$ cat config.mk
export PLATFORM = sky130hd
export DESIGN_NAME = cond_exec_ctrl
export DESIGN_NICKNAME = d
export VERILOG_FILES = /design/src/rtl/arm_cond_pkg.sv /design/src/rtl/cond_eval.sv /design/src/rtl/cond_exec_ctrl.sv
export SDC_FILE = /design/constraint.sdc
export NUM_CORES = 1
export LEC_CHECK = 0
export ABC_AREA = 1
export BUFFER_PORTS_ARGS = -buffer_cell sky130_fd_sc_hd__buf_2
export CAP_MARGIN = 10
export CORE_MARGIN = 2
export CORE_UTILIZATION = 52
export DETAILED_ROUTE_END_ITERATION = 6
export GPL_TIMING_DRIVEN = 0
export PLACE_DENSITY = 0.83
export SYNTH_ARGS = -nofsm -noshare
export SYNTH_HDL_FRONTEND = slang
export SYNTH_SLANG_ARGS = --single-unit
$ cat constraint.sdc
create_clock -name clk -period 2.88 [get_ports clk]
set_clock_uncertainty 0.2 [all_clocks]
set_input_delay 0.144 -clock clk [delete_from_list [all_inputs] [get_ports clk]]
set_output_delay 0.144 -clock clk [all_outputs]
set_load 0.02 [all_outputs]
$ cat src/rtl/arm_cond_pkg.sv
// ARM condition-code constants, flag indices
// and controller state encoding.
package arm_cond_pkg;

  localparam logic [3:0] EQ = 4'b0000;
  localparam logic [3:0] NE = 4'b0001;
  localparam logic [3:0] CS = 4'b0010;
  localparam logic [3:0] CC = 4'b0011;
  localparam logic [3:0] MI = 4'b0100;
  localparam logic [3:0] PL = 4'b0101;
  localparam logic [3:0] VS = 4'b0110;
  localparam logic [3:0] VC = 4'b0111;
  localparam logic [3:0] HI = 4'b1000;
  localparam logic [3:0] LS = 4'b1001;
  localparam logic [3:0] GE = 4'b1010;
  localparam logic [3:0] LT = 4'b1011;
  localparam logic [3:0] GT = 4'b1100;
  localparam logic [3:0] LE = 4'b1101;
  localparam logic [3:0] AL = 4'b1110;
  localparam logic [3:0] NV = 4'b1111;

  localparam int N = 3;
  localparam int Z = 2;
  localparam int C = 1;
  localparam int V = 0;

  typedef enum logic [1:0] {
    RUN   = 2'd0,
    STALL = 2'd1,
    FLUSH = 2'd2
  } state_t;

endpackage

$ cat src/rtl/cond_eval.sv
// Condition-field evaluator: pass/fail of an
// ARM condition code against NZCV flags.
module cond_eval
  import arm_cond_pkg::*;
(
  input  logic [3:0] cond,
  input  logic [3:0] flags,
  output logic       pass
);

  logic n, z, c, v;

  assign n = flags[N];
  assign z = flags[Z];
  assign c = flags[C];
  assign v = flags[V];

  // Straight truth table over all 16 codes
  always_comb begin
    pass = 1'b0;
    unique case (cond)
      EQ: pass = z;
      NE: pass = !z;
      CS: pass = c;
      CC: pass = !c;
      MI: pass = n;
      PL: pass = !n;
      VS: pass = v;
      VC: pass = !v;
      HI: pass = c & !z;
      LS: pass = !c | z;
      GE: pass = (n == v);
      LT: pass = (n != v);
      GT: pass = !z & (n == v);
      LE: pass = z | (n != v);
      AL: pass = 1'b1;
      NV: pass = 1'b1;
    endcase
  end

endmodule

$ cat src/rtl/cond_exec_ctrl.sv
// Conditional-execution sequencer: owns NZCV,
// tracks in-flight flag writers, stalls/issues.
module cond_exec_ctrl
  import arm_cond_pkg::*;
#(
  parameter int MAX_PENDING  = 3,
  parameter int FLUSH_BUBBLE = 1
) (
  input  logic       clk,
  input  logic       rst,
  input  logic       id_valid,
  input  logic [3:0] id_cond,
  input  logic       id_s,
  output logic       id_ready,
  input  logic       wb_valid,
  input  logic [3:0] wb_flags,
  input  logic       flush,
  output logic       issue_valid,
  output logic       issue_exec,
  output logic       issue_s,
  output logic [3:0] sr_flags,
  output logic [$clog2(MAX_PENDING+1)-1:0] pending,
  output logic       err_underflow
);

  localparam int PW = $clog2(MAX_PENDING+1);
  localparam logic [PW-1:0] PMAX =
    PW'(MAX_PENDING);
  localparam logic [2:0] BLOAD =
    3'(FLUSH_BUBBLE - 1);

  state_t     state, state_nx;
  logic [2:0] bcnt;
  logic [3:0] eff;
  logic       resolved;
  logic       uncond;
  logic       flag_stall;
  logic       full_stall;
  logic       stall_req;
  logic       pass;
  logic       accept;
  logic       inc, dec;

  assign uncond   = (id_cond[3:1] == 3'b111);
  assign resolved = (pending == '0) |
    ((pending == PW'(1)) & wb_valid);
  assign eff = (pending == '0) ?
    sr_flags : wb_flags;

  assign flag_stall = !uncond & !resolved;
  assign full_stall = id_s &
    (pending == PMAX) & !wb_valid;
  assign stall_req  = id_valid &
    (flag_stall | full_stall);

  cond_eval u_eval (
    .cond  (id_cond),
    .flags (eff),
    .pass  (pass)
  );

  assign accept = id_valid & id_ready;
  assign inc    = accept & id_s & pass;
  assign dec    = wb_valid & (pending != '0);

  // State register
  always_ff @(posedge clk or posedge rst) begin
    if (rst) state <= RUN;
    else     state <= state_nx;
  end

  // Next-state: flush wins, stall re-evaluated
  always_comb begin
    state_nx = state;
    if (flush) begin
      state_nx = FLUSH;
    end else begin
      unique case (state)
        RUN:     if (stall_req)  state_nx = STALL;
        STALL:   if (!stall_req) state_nx = RUN;
        FLUSH:   if (bcnt == '0) state_nx = RUN;
        default: state_nx = RUN;
      endcase
    end
  end

  // Output: accept only in RUN with no stall
  always_comb begin
    id_ready = (state == RUN) & !flag_stall &
      !full_stall & !flush;
  end

  // Bubble counter reloaded on every flush
  always_ff @(posedge clk or posedge rst) begin
    if (rst)
      bcnt <= '0;
    else if (flush)
      bcnt <= BLOAD;
    else if (state == FLUSH && bcnt != '0)
      bcnt <= bcnt - 3'd1;
  end

  // Issue bundle registered one cycle after accept
  always_ff @(posedge clk or posedge rst) begin
    if (rst) begin
      issue_valid <= 1'b0;
      issue_exec  <= 1'b0;
      issue_s     <= 1'b0;
    end else begin
      issue_valid <= accept;
      issue_exec  <= accept & pass;
      issue_s     <= inc;
    end
  end

  // SR takes every writeback, flush or not
  always_ff @(posedge clk or posedge rst) begin
    if (rst)           sr_flags <= '0;
    else if (wb_valid) sr_flags <= wb_flags;
  end

  // In-flight flag-writer count, saturating
  always_ff @(posedge clk or posedge rst) begin
    if (rst)
      pending <= '0;
    else if (flush)
      pending <= '0;
    else if (inc && !dec && pending != PMAX)
      pending <= pending + 1'b1;
    else if (dec && !inc)
      pending <= pending - 1'b1;
  end

  // Sticky flag for a writeback with nothing pending
  always_ff @(posedge clk or posedge rst) begin
    if (rst)
      err_underflow <= 1'b0;
    else if (wb_valid && pending == '0)
      err_underflow <= 1'b1;
  end

endmodule

==> reports/metrics.yaml <==
critical_path:
  crit_type: "reg2reg"
  r2r_cells: 13
  r2r_start: "pending[0]"
  end_kind: "flip-flop"
  path_max_fanout: 9
  arrival_ns: 2.39
  cp.required_ns: 2.87
  start_kind: "flip-flop"
  startpoint: "pending[0]"
sta:
  worst_pin_slew_ns: 0.578
  hold_viol_final: 0
  tns_ns: 0
  rsz0062_at_grt: "false"
  fin_crit_ns: 2.41
  fin_hold_ws_ns: 0.0372
  maxSlewViolCount: 0
  finalSetupViolations: 0
  min_period_over_period_pct: 83.6
  slew-limit-headroom_pct: 61.4
  max_clock_freq_mhz: 415
logic_synthesis:
  synth.distinct_cells: 21
  ys_ff_latch: 15
  muxShareOfSynthArea_pct: 0
  yosysSeqAreaShare_pct: 34.7
  synth_xor_area_share_pct: 0.810
  synth_nets: 185
  netlist_area_um2: 1080
  syn_area_per_cell_um2: 6.51
  synth_top_family_by_area: "simple AND/OR/NAND/NOR gates"
  synth_compound_area_share_pct: 6.83
  synth_warnings: 0
  synth-simple-area-share_pct: 40.4
  synth_cells: 166
  yosys.area_share.adder_pct: 5.79
power_and_ir_drop:
  power.leakage_nw: 0.833
  irDropWorstVdd_v: 0.000460
  p_per_area_nw_per_um2: 522
cts:
  cts_tree: "done"
  clk_pin_slew_worst_paths_ns: 0.10
  clk_latency_ns: 0.29
  clockBufferDepth: 2
  numCtsBuffers: 3
  clockRootBuffer: "clkbuf_4"
  cts_sinks: 15
  ctsHoldBuffers: 13
  post-cts-setup-buffer-count: 0
  htreeDepth: 1
  ctsResizeCount: 0
placed_design:
  hpwl_mm: 1.89
  port_buffers: 24
  gp_congestion: 0.851
layout:
  drive_gt1_share_pct: 18.4
  antenna_cells: 0
  final_cell_mix: "nand2_1 (52), inv_1 (32), buf_2 (24)"
  final_common_cell: "nand2_1"
  layout.nets: 227
  area.growth.synth_to_final_pct: 28.8
die:
  ios: 25
  start_util_pct: 55.1
  core.rowCount: 16
  die_y_um: 49.6
  coreArea_um2: 1960
  die_x_um: 49.6
  dieArea_um2: 2460
hold_path:
  hold_class: "in2reg"
  whs_path_depth: 5
  min-delay-start: "id_s"
route:
  drc: 0
  num_vias: 1187
  viasPerCell: 5.07
  wl_per_cell_um: 11.4
  dr.first_iter.drc_count: 28
  drtPass1Iterations: 4
  ant_nets: 0
  wl_mm: 2.67
grt:
  use_met2_pct: 41.3
  globalRouteMet1Util_pct: 28.5
  grt_max_degree: 16
  grt_pass1_vias: 1112
  antenna_found_initial: 0
  overflow: 0
  top_usage_layer: "met2"
  use_met3_pct: 3.64
  grt_pass1_wl_mm: 4.64
  globalRouteTotalUtil_pct: 24.3
run:
  cap_violations: 0
outcome:
  status: "finished clean"
## cell usage after synthesis
cell	n	area share, %
o21ai_0	5	2.3
nand2_1	52	18
nor3_1	2	0.93
a21oi_1	3	1.4
o21bai_1	1	0.69
o21ai_2	1	0.81
nand3_1	12	5.6
inv_2	1	0.35
xor2_1	1	0.81
nand3_2	4	3.7
nand4_1	2	1.2
a31oi_1	1	0.58
nor2_1	21	7.3
nand2_2	2	1.2
nor2_2	2	1.2
o21ai_1	1	0.46
inv_1	32	11
nand3b_1	2	1.4
o22ai_1	1	0.58
ha_1	5	5.8
dfrtp_1	15	35
## critical path, stage by stage (launching register included)
cell      delay [ns]
dfrtp_1         0.44
inv_1           0.10
ha_1            0.30
inv_2           0.14
nand2_1         0.09
nor2_1          0.05
a31oi_1         0.21
nand3b_1        0.18
nor2_2          0.18
nand3_2         0.13
nand2_2         0.07
nand3_2         0.07
nor2_1          0.09
nor2_1          0.04
## cell type report
| class | count | area, µm² |
|---|---|---|
| multi-input combinational | 118 | 582 |
| fill | 164 | 569 |
| sequential | 15 | 375 |
| timing repair buffer | 37 | 250 |
| inverter | 33 | 124 |
| tap | 27 | 33.8 |
| clock buffer | 3 | 22.5 |
| clock inverter | 1 | 5.00 |
## state kept, by name, summed over array words and instances, names as in the netlist
register / flops
bcnt: 3
err_underflow: 1
issue_exec: 1
issue_s: 1
issue_valid: 1
pending: 2
sr_flags: 4
state: 2
## final timing paths
check / endpoint / slack [ns]
max: pending[1] / 0.47
min in group asynchronous: sr_flags[3] / 0.25
max in group asynchronous: state[1] / 1.85
max reg2reg: pending[1] / 0.47
min: issue_s / 0.04
min reg2reg: err_underflow / 0.35
## routing by layer
metal / wire length [µm] / vias to the layer above / share of wire (%)
li1: - / 596 / -
met1: 1060 / 537 / 40
met4: 153 / 0 / 5.7
met3: 91 / 17 / 3.4
met5: 0 / - / 0
met2: 1360 / 37 / 51
## power by group
group          switching [mW]  internal [mW]
registers              0.0237          0.247
clock network          0.0730         0.0516
logic                   0.208          0.124
## logic make-up (layout without fill, tap and decap cells)
logic type | after synthesis | in the layout
adders and majority gates | 5 | 5
DFF | 15 | 15
buffers and inverters | 33 | 74
AOI/OAI and AO/OA | 13 | 13
and+or+nand+nor | 99 | 99
xor gates and xnor gates | 1 | 1
## per-stage QoR
step	instance area (µm²)	power, mW	instances	util [%]	setup WS [ns]
4_1_cts	1390	0.722	234	71.0	0.493
5_1_grt	1390	0.790	234	71.0	0.243
6_report	1390	0.727	234	71.0	0.473
3_5_place_dp	1230	0.587	217	62.9	0.509
2_1_floorplan	1080	0.507	166	-	0.685
3_3_place_gp	1230	0.570	217	62.9	0.542
Note: power is estimated with default switching activity, not from simulation.
